`config.mk`:
```
export PLATFORM = sky130hd
export DESIGN_NAME = dqpsk_symbol_decoder
export DESIGN_NICKNAME = d
export VERILOG_FILES = /design/src/rtl/dqpsk_symbol_decoder.sv
export SDC_FILE = /design/constraint.sdc
export NUM_CORES = 1
export LEC_CHECK = 0
export BUFFER_PORTS_ARGS = -buffer_cell sky130_fd_sc_hd__buf_2
export CORE_MARGIN = 5
export CORE_UTILIZATION = 50
export CTS_BUF_LIST = sky130_fd_sc_hd__clkbuf_4 sky130_fd_sc_hd__clkbuf_8
export CTS_CLUSTER_DIAMETER = 30
export DETAILED_ROUTE_END_ITERATION = 10
export PLACE_DENSITY = 0.73
export SYNTH_ARGS = -nofsm -noshare
export SYNTH_HDL_FRONTEND = slang
export SYNTH_SLANG_ARGS = --single-unit
```
`constraint.sdc`:
```
create_clock -name clk -period 8.78 [get_ports clk]
set_clock_uncertainty 0.2 [all_clocks]
set_input_delay 1.756 -clock clk [delete_from_list [all_inputs] [get_ports clk]]
set_output_delay 1.756 -clock clk [all_outputs]
set_load 0.1 [all_outputs]
```
`src/rtl/dqpsk_symbol_decoder.sv`:
```
// dqpsk_symbol_decoder
//   Integrate-and-dump symbol decoder that sits after the Costas carrier loop.
//   Each clk carries one I/Q sample. Samples are truncated to TW MSBs and summed
//   over a symbol window of SPS samples (SPS-1 or SPS+1 after a timing slip).
//   An early-late gate compares |I|+|Q| one sample either side of mid-symbol and
//   nudges the window by one sample once the signed error count hits LOCK_TH.
//   Dumped symbols are mapped to a quadrant and differentially decoded, so a
//   constant 90deg rotation of the constellation does not change the dibits.
//
// Ports
//   clk         in   system clock, one input sample per cycle
//   rst         in   synchronous reset, active-high
//   di, dq      in   26-bit signed I/Q samples from the carrier loop
//   sym_i/sym_q out  AW-bit signed integrated I/Q of the last completed symbol
//   dibit       out  differentially decoded Gray dibit
//   dvalid      out  one-cycle strobe, sym_i/sym_q/dibit are new
//   slip_early  out  one-cycle strobe with dvalid, next symbol is SPS-1 samples
//   slip_late   out  one-cycle strobe with dvalid, next symbol is SPS+1 samples

module dqpsk_symbol_decoder #(
    parameter int SPS     = 8,
    parameter int TW      = 16,
    parameter int AW      = 20,
    parameter int LOCK_TH = 8
) (
    input  logic                 clk,
    input  logic                 rst,
    input  logic signed [25:0]   di,
    input  logic signed [25:0]   dq,
    output logic signed [AW-1:0] sym_i,
    output logic signed [AW-1:0] sym_q,
    output logic [1:0]           dibit,
    output logic                 dvalid,
    output logic                 slip_early,
    output logic                 slip_late
);

    localparam int CW   = $clog2(SPS + 2);
    localparam int ERRW = $clog2(LOCK_TH + 1) + 1;

    localparam logic [CW-1:0] LEN_NOM   = CW'(SPS);
    localparam logic [CW-1:0] LEN_SHORT = CW'(SPS - 1);
    localparam logic [CW-1:0] LEN_LONG  = CW'(SPS + 1);
    localparam logic [CW-1:0] E_CNT     = CW'(SPS / 2 - 1);
    localparam logic [CW-1:0] L_CNT     = CW'(SPS / 2 + 1);

    localparam logic signed [ERRW-1:0] TH_P    = ERRW'(LOCK_TH);
    localparam logic signed [ERRW-1:0] TH_N    = ERRW'(-LOCK_TH);
    localparam logic signed [ERRW-1:0] E_PLUS  = ERRW'(1);
    localparam logic signed [ERRW-1:0] E_MINUS = ERRW'(-1);
    localparam logic signed [ERRW-1:0] E_ZERO  = '0;

    // Magnitude that clamps the most-negative code to the largest positive one.
    function automatic logic [TW-2:0] abs_sat(input logic signed [TW-1:0] x);
        logic signed [TW-1:0] n;
        n = -x;
        if (x == {1'b1, {(TW-1){1'b0}}}) begin
            abs_sat = '1;
        end else if (x[TW-1]) begin
            abs_sat = n[TW-2:0];
        end else begin
            abs_sat = x[TW-2:0];
        end
    endfunction

    logic signed [TW-1:0] ti, tq;
    logic signed [AW-1:0] ti_x, tq_x;
    logic                 unused_lsbs;

    assign ti          = di[25 -: TW];
    assign tq          = dq[25 -: TW];
    assign ti_x        = {{(AW-TW){ti[TW-1]}}, ti};
    assign tq_x        = {{(AW-TW){tq[TW-1]}}, tq};
    assign unused_lsbs = ^{di[25-TW:0], dq[25-TW:0]};

    logic [CW-1:0]          cnt_q, cnt_d;
    logic [CW-1:0]          len_q, len_d;
    logic signed [AW-1:0]   acc_i_q, acc_i_d;
    logic signed [AW-1:0]   acc_q_q, acc_q_d;
    logic [TW-1:0]          early_q, early_d;
    logic [TW-1:0]          late_q, late_d;
    logic signed [ERRW-1:0] err_q, err_d;
    logic                   first_q, first_d;
    logic [1:0]             qprev_q, qprev_d;
    logic signed [AW-1:0]   sym_i_q, sym_i_d;
    logic signed [AW-1:0]   sym_q_q, sym_q_d;
    logic [1:0]             dibit_q, dibit_d;
    logic                   dvalid_q, dvalid_d;
    logic                   slip_e_q, slip_e_d;
    logic                   slip_l_q, slip_l_d;

    logic                   last;
    logic signed [AW-1:0]   sum_i, sum_q;
    logic [TW-1:0]          mag_now, early_eff, late_eff;
    logic signed [ERRW-1:0] e_val, err_sum;
    logic [1:0]             quad, delta;

    always_comb begin
        last    = (cnt_q == len_q - CW'(1));
        sum_i   = (cnt_q == '0) ? ti_x : acc_i_q + ti_x;
        sum_q   = (cnt_q == '0) ? tq_x : acc_q_q + tq_x;
        mag_now = {1'b0, abs_sat(ti)} + {1'b0, abs_sat(tq)};

        // A gate point can coincide with the dump cycle, so use the live value there.
        early_eff = (cnt_q == E_CNT) ? mag_now : early_q;
        late_eff  = (cnt_q == L_CNT) ? mag_now : late_q;

        if (early_eff > late_eff) begin
            e_val = E_PLUS;
        end else if (early_eff < late_eff) begin
            e_val = E_MINUS;
        end else begin
            e_val = E_ZERO;
        end
        err_sum = err_q + e_val;

        // Quadrant from sign bits: (I>=0,Q>=0)=0, (I<0,Q>=0)=1, (I<0,Q<0)=2, (I>=0,Q<0)=3.
        quad  = {sum_q[AW-1], sum_i[AW-1] ^ sum_q[AW-1]};
        delta = quad - qprev_q;

        cnt_d    = cnt_q + CW'(1);
        len_d    = len_q;
        acc_i_d  = sum_i;
        acc_q_d  = sum_q;
        early_d  = early_eff;
        late_d   = late_eff;
        err_d    = err_q;
        first_d  = first_q;
        qprev_d  = qprev_q;
        sym_i_d  = sym_i_q;
        sym_q_d  = sym_q_q;
        dibit_d  = dibit_q;
        dvalid_d = 1'b0;
        slip_e_d = 1'b0;
        slip_l_d = 1'b0;

        if (last) begin
            cnt_d   = '0;
            len_d   = LEN_NOM;
            sym_i_d = sum_i;
            sym_q_d = sum_q;
            dibit_d = {delta[1], delta[1] ^ delta[0]};
            qprev_d = quad;
            first_d = 1'b0;
            // The first symbol after reset only seeds the phase reference; its
            // window is not yet trusted, so it does not feed the timing error.
            if (!first_q) begin
                dvalid_d = 1'b1;
                if (err_sum >= TH_P) begin
                    slip_e_d = 1'b1;
                    len_d    = LEN_SHORT;
                    err_d    = '0;
                end else if (err_sum <= TH_N) begin
                    slip_l_d = 1'b1;
                    len_d    = LEN_LONG;
                    err_d    = '0;
                end else begin
                    err_d = err_sum;
                end
            end
        end
    end

    always_ff @(posedge clk) begin
        if (rst) begin
            cnt_q    <= '0;
            len_q    <= LEN_NOM;
            acc_i_q  <= '0;
            acc_q_q  <= '0;
            early_q  <= '0;
            late_q   <= '0;
            err_q    <= '0;
            first_q  <= 1'b1;
            qprev_q  <= '0;
            sym_i_q  <= '0;
            sym_q_q  <= '0;
            dibit_q  <= '0;
            dvalid_q <= 1'b0;
            slip_e_q <= 1'b0;
            slip_l_q <= 1'b0;
        end else begin
            cnt_q    <= cnt_d;
            len_q    <= len_d;
            acc_i_q  <= acc_i_d;
            acc_q_q  <= acc_q_d;
            early_q  <= early_d;
            late_q   <= late_d;
            err_q    <= err_d;
            first_q  <= first_d;
            qprev_q  <= qprev_d;
            sym_i_q  <= sym_i_d;
            sym_q_q  <= sym_q_d;
            dibit_q  <= dibit_d;
            dvalid_q <= dvalid_d;
            slip_e_q <= slip_e_d;
            slip_l_q <= slip_l_d;
        end
    end

    assign sym_i      = sym_i_q;
    assign sym_q      = sym_q_q;
    assign dibit      = dibit_q;
    assign dvalid     = dvalid_q;
    assign slip_early = slip_e_q;
    assign slip_late  = slip_l_q;

endmodule

```
* Word level (Yosys, flattened, before mapping)
Index checks and enable logic that the tools add are counted.
Cells by class: add/subtract/negate cells 9, $lt $le $gt $ge 4, equality and inequality tests 5, multiplexer cells 18, bitwise logic cells 4, reductions and logical operators 6
Operators with widths (count):
- 15-bit two-way mux | 4
- 20-bit by 16-bit adder with 20-bit output | 2
- 20-bit two-way mux | 2
- 16-bit equality test (second input constant) | 2
- 16-bit two-way mux | 2
- 15-bit negator | 2
- 5-bit two-way mux | 4
- 15-bit by 15-bit adder with 16-bit output | 1
- 16-bit > comparator | 1
- 16-bit less-than comparator | 1
- 4-bit two-way mux | 2
- 5-bit adder | 1
- 5-bit greater-or-equal comparator (second input constant) | 1
- 5-bit by 4-bit <= comparator with 1-bit output (second input constant) | 1
- 4-bit by 1-bit adder with 4-bit output (second input constant) | 1
- 4-bit by 2-bit equality test with 1-bit output (second input constant) | 1
- 4-bit by 3-bit equality test with 1-bit output (second input constant) | 1
- 4-bit equality test | 1
- 4-bit logical NOT | 1
- 1-bit two-way mux | 4
- 2-bit OR reduction | 2
- 4-bit OR reduction | 1
- 4-bit by 1-bit subtractor with 4-bit output (second input constant) | 1
- 3-bit OR reduction | 1
- 4 further kinds | 6
Word-level totals: register bits after elaboration 133, input bits 54, output and inout port bits 45, word-level logic and storage cells 61

* Longest topological paths before layout
depth in word-level cells 13, mapped depth 37, mapped depth without buffers 36

* Worst setup path before layout
OpenSTA, ideal clock, no wires.
kind in2reg, from input di[11], to register err_q[1], setup time 0.114 ns, arrival 8.372 ns, required time 8.466 ns, path slack 0.094 ns, cell stages on the path 36, buffers on the path 1, cells stage by stage inv_1 -> ha_1 -> nand2b_1 -> or4_4 -> or3_4 -> or3_1 -> or3_1 -> buf_2 -> o211ai_1 -> ha_1 -> a21o_1 -> a21oi_1 -> o21a_1 -> o21ai_0 -> and4_1 -> or2_2 -> xnor2_1 -> o21a_1 -> ha_1 -> nand4_1 -> nor2_1 -> o211ai_1 -> nand2_1 -> o32a_1 -> nand4_1 -> ha_1 -> inv_1 -> fa_1 -> inv_1 -> a21o_1 -> a21oi_1 -> xor2_1 -> xnor2_1 -> nand2_1 -> and3_1 -> a2111oi_0
On the way: word-level cells in the longest chain between the ends 12, elaborated cells between the ends (all ways) 16, those cells by class add/sub (3); order compare (4); eq/ne (1); mux (8)
RTL lines:
- start, declared | RTL line 28 | input logic signed [25:0] di,
- 15-bit negator | RTL line 56 | n = -x;
- 15-bit two-way mux | RTL line 59 | end else if (x[TW-1]) begin
- 15-bit two-way mux (*) | RTL line 57 | if (x == {1'b1, {(TW-1){1'b0}}}) begin
- 15-bit by 15-bit adder with 16-bit output (*) | RTL line 102 | mag_now = {1'b0, abs_sat(ti)} + {1'b0, abs_sat(tq)};
- 16-bit two-way mux (on tied branches) | RTL line 105, 106
- 16-bit less-than comparator | RTL line 110 | end else if (early_eff < late_eff) begin
- 5-bit two-way mux | RTL line 110
- 5-bit two-way mux (*) | RTL line 108 | if (early_eff > late_eff) begin
- 5-bit adder (*) | RTL line 115 | err_sum = err_q + e_val;
- 5-bit by 4-bit <= comparator with 1-bit output | RTL line 153 | end else if (err_sum <= TH_N) begin
- 5-bit two-way mux | RTL line 153
- 5-bit two-way mux (*) | RTL line 149 | if (err_sum >= TH_P) begin
- end signal, assigned | RTL line 188 | err_q <= err_d;
- end, declared | RTL line 82 | logic signed [ERRW-1:0] err_q, err_d;
Every way passes the cells marked *; elsewhere a longest branch is shown, timed or not. A chain may end at the register's enable or synchronous reset.

* Final worst setup path
from input di[11], to register err_q[1]
On the way: word-level cells in the longest chain between the ends 12, elaborated cells between the ends (all ways) 16, those cells by class add/sub (3); order compare (4); eq/ne (1); mux (8)
RTL lines:
- 15-bit negator | RTL line 56
- 15-bit two-way mux | RTL line 59
- 15-bit two-way mux (*) | RTL line 57
- 15-bit by 15-bit adder with 16-bit output (*) | RTL line 102
- 16-bit two-way mux (*) | RTL line 105 | early_eff = (cnt_q == E_CNT) ? mag_now : early_q;
- named net early_d[11] | RTL line 80 | logic [TW-1:0] early_q, early_d;
- 16-bit less-than comparator | RTL line 110
- 5-bit two-way mux | RTL line 110
- 5-bit two-way mux (*) | RTL line 108
- 5-bit adder (*) | RTL line 115
- 5-bit by 4-bit <= comparator with 1-bit output | RTL line 153
- 5-bit two-way mux | RTL line 153
- 5-bit two-way mux (*) | RTL line 149
The timed path passes the listed nets; every way through them passes the cells marked *.

==> summary.txt <==
Timing
  • Final Hold Vio Count: 0
  • Tcrit/Tclk final: 96.7%
  • Final slew viol count: 0
  • Relative max-transition margin: 43.5%
  • Final setup fails: 0
  • Final Critical Period: 8490 ps
  • Fmax: 118 MHz
  • Worst slew pin tran: 846 ps

Floorplanning
  • Initial Util: 50.7%
  • Area of the core: 16,500 sq um
  • # rows: 47
  • Ports: 99
  • Die Y: 139 um
  • DIE AREA: 19,500 sq um
  • DIE WIDTH: 139 um

Critical path
  • Most frequent CP cell: or3_4
  • Critical path class: in2reg
  • WP data required: 8940 ps
  • Worst-path fanout max: 5
  • Setup crit start kind: input pin
  • Crit. End Element: flip-flop
  • WP data arrival: 8660 ps
  • Crit-path max cell delay: 420 ps
  • Critical path's slowest cell: or3_4
  • CP delay by family, top: simple AND/OR/NAND/NOR gates
  • Number of buffers and inverters on the critical path: 4

Layout
  • Area Growth Syn to Fin: 19.5%
  • Layout Nets: 1,275
  • Commonest non-fill, non-tap cell in the layout: nor2_1
  • Share of layout cells above drive strength 1: 21.5%
  • # diodes: 0
  • Final Cell Area: 10,000 sq um
  • Commonest cells after routing, fill and taps aside: nor2_1, dfxtp_1, nand2_1

Yosys
  • Post-Synth Simple-Gate Area: 19.5%
  • Avg Inst Size Synth: 8.32 sq um
  • Mapped Area: 8380 sq um
  • Post-Synth Adder-Cell Area: 13.0%
  • Multiplexer area fraction after synthesis: 4.58%
  • Seq cells post-synth: 131
  • Largest family of logic cells by synthesized area: compound AO/OA/AOI/OAI gates
  • Sequential fraction of the synthesis area: 31.3%
  • Post-synth ARST share: 0%
  • Post-synthesis cell count: 1,007
  • Synth area leaders: dfxtp_1, ha_1, nor2_1
  • Distinct cells, synth: 69
  • Synth Area in Compound Gates: 19.9%
  • Largest area contributor in the netlist: dfxtp_1
  • Syn_nets: 1,146
  • Post-synth EDFFs: 0
  • Most used DFF post-synth: dfxtp_1
  • Syn. warnings: 0
  • Xor/xnor cell area share of the yosys netlist: 7.93%
  • Synth top area share: 31.3%

Power
  • Part of the power in registers: 31.0%
  • Clock share of power: 27.0%
  • Final Power: 2.11 mW
  • Psw: 741 uW
  • Power Dens Cells: 211 nW/um^2
  • Leakage: 4.62 nW
  • Switching share of power: 35.1%
  • Comb pwr share: 42.0%
  • Worst vdd ir: 0.000109 V
  • Power Internal: 1.37 mW

Clock tree
  • CTS tree: built
  • Worst skew pair latency: 460 ps
  • CTS max path bufs: 2
  • Clock sink count: 131
  • Reg clk slew, reported paths: 80 ps
  • H-tree lvl count: 4
  • CTS root buf: clkbuf_8
  • CTS buffer count: 17

Detailed routing
  • Via Count: 7,410
  • Pre-antenna DRT Iters: 5
  • Initial DRC count: 421
  • # DRC: 0
  • Routed Antenna Nets: 0
  • Routed wire per std cell: 14.7 um
  • Routed WL: 20,200 um
  • Drt via density: 5.42

Global route
  • Antenna violations before repair: 0
  • Vias in the first global route: 7,057
  • First-pass GRT wire length: 33,600 um
  • Largest net degree at the start of global routing: 78
  • Overall routing resource usage: 20.7%
  • Total grt overflow: 0

Outcome
  • Status: completed

Placed design
  • Detailed placement HPWL: 14,800 um
  • GPL Wtd Cong: 0.889
  • Port Buf Inserts: 78
  • Post-DP Area: 9410 sq um

Hold path
  • Min-Delay Path Class: reg2reg

Job
  • Max Cap Violations: 0
[final cells by class]
class	instances	area [sq um]
clock inverters	12	181
inverters	29	109
multi-input cells	798	5560
flip-flops and latches	131	2620
well taps	220	275
repair buffers	159	1000
fillers	1451	6510
clock buffers	19	262
[synthesized netlist by cell type, drive strengths merged (2+ instances only)]
library cell  count
a2111oi           4
a211oi           42
a21bo             3
a21o             25
a21oi            56
a311oi            5
a31o              2
a31oi             5
a41oi             2
and2              2
and3              6
and4              4
buf               6
clkbuf           43
dfxtp           131
fa                4
ha               81
inv              29
mux2             11
mux2i            26
nand2            86
nand2b           11
nand3            13
nand3b            4
nand4             5
nor2            140
nor2b            24
nor3             24
nor3b             3
nor4              3
nor4b             2
o211ai            6
o21a             17
o21ai            53
o21bai            2
o22ai             3
o31a              4
o31ai             9
o41ai             2
or2               8
or3              12
or4               3
xnor2            34
xor2             41
[state kept, by name, indices dropped and copies added (netlist names)]
signal and cells:
slip_late 1, dibit 2, sym_q 19, early_q 16, sym_i 20, err_q 5, acc_q_q 20, len_q 3
qprev_q 2, dvalid 1, late_q 16, first_q 1, acc_i_q 20, cnt_q 4, slip_early 1
[per-layer routing]
metal	up-vias	track usage, %	part of all wire, %
met5	-	0	0
met4	0	5.10	1.3
met3	19	4.56	4.7
met2	135	35.3	48
met1	3434	26.7	46
li1	3822	-	-
[tightest hold or removal path: cells and delay by family (launching register included)]
family	cells	cell delay [ps]
flops	1	320
simple gates	1	50
compound gates	1	50
[power groups by stage]
| stage | Clock, mW | Combinational (mW) | Sequential (mW) |
|---|---|---|---|
| floorplan | 0 | 0.580 | 0.678 |
| global placement | 0 | 0.818 | 0.668 |
| detailed placement | 0 | 0.834 | 0.669 |
| CTS | 0.585 | 0.843 | 0.656 |
| global route | 0.612 | 0.989 | 0.660 |
| finish | 0.572 | 0.887 | 0.656 |
[final timing paths]
| path | startpoint | end | slack (ps) | depth (start not counted) |
|---|---|---|---|---|
| worst min register to register | err_q[3] | err_q[3] | 270 | 2 |
| worst min-delay path | err_q[3] | err_q[3] | 270 | 2 |
| worst max-delay path | di[11] | err_q[1] | 290 | 36 |
| worst max register to register | cnt_q[0] | err_q[1] | 3680 | 21 |
[kinds of logic after synthesis]
family	count (synthesis)
fa+ha+maj	85
simple gates	352
compound gates	249
xor+xnor	75
mux	37
buf+inv	78
flops	131
[stage by stage]
step                      setup TNS [ps]  worst slack [ps]  std cells  utilization (%)  hold slack (ps)
after floorplan                        0              93.7       1007                -              232
after global placement             -1290              -305       1331             56.9              248
after detailed placement           -2030              -442       1331             56.9              252
after CTS                              0              53.5       1362             59.6              265
after global routing               -7.70             -7.70       1368             60.6              292
final                                  0               286       1368             60.6              265
[timing repair]
action / in CTS / in global routing
resized for setup: 0 / 32
endpoints found under the setup margin: 0 / 10
hold buffers: 0 / 0
buffers inserted: 0 / 6
Note: power is estimated with default switching activity, not from simulation.
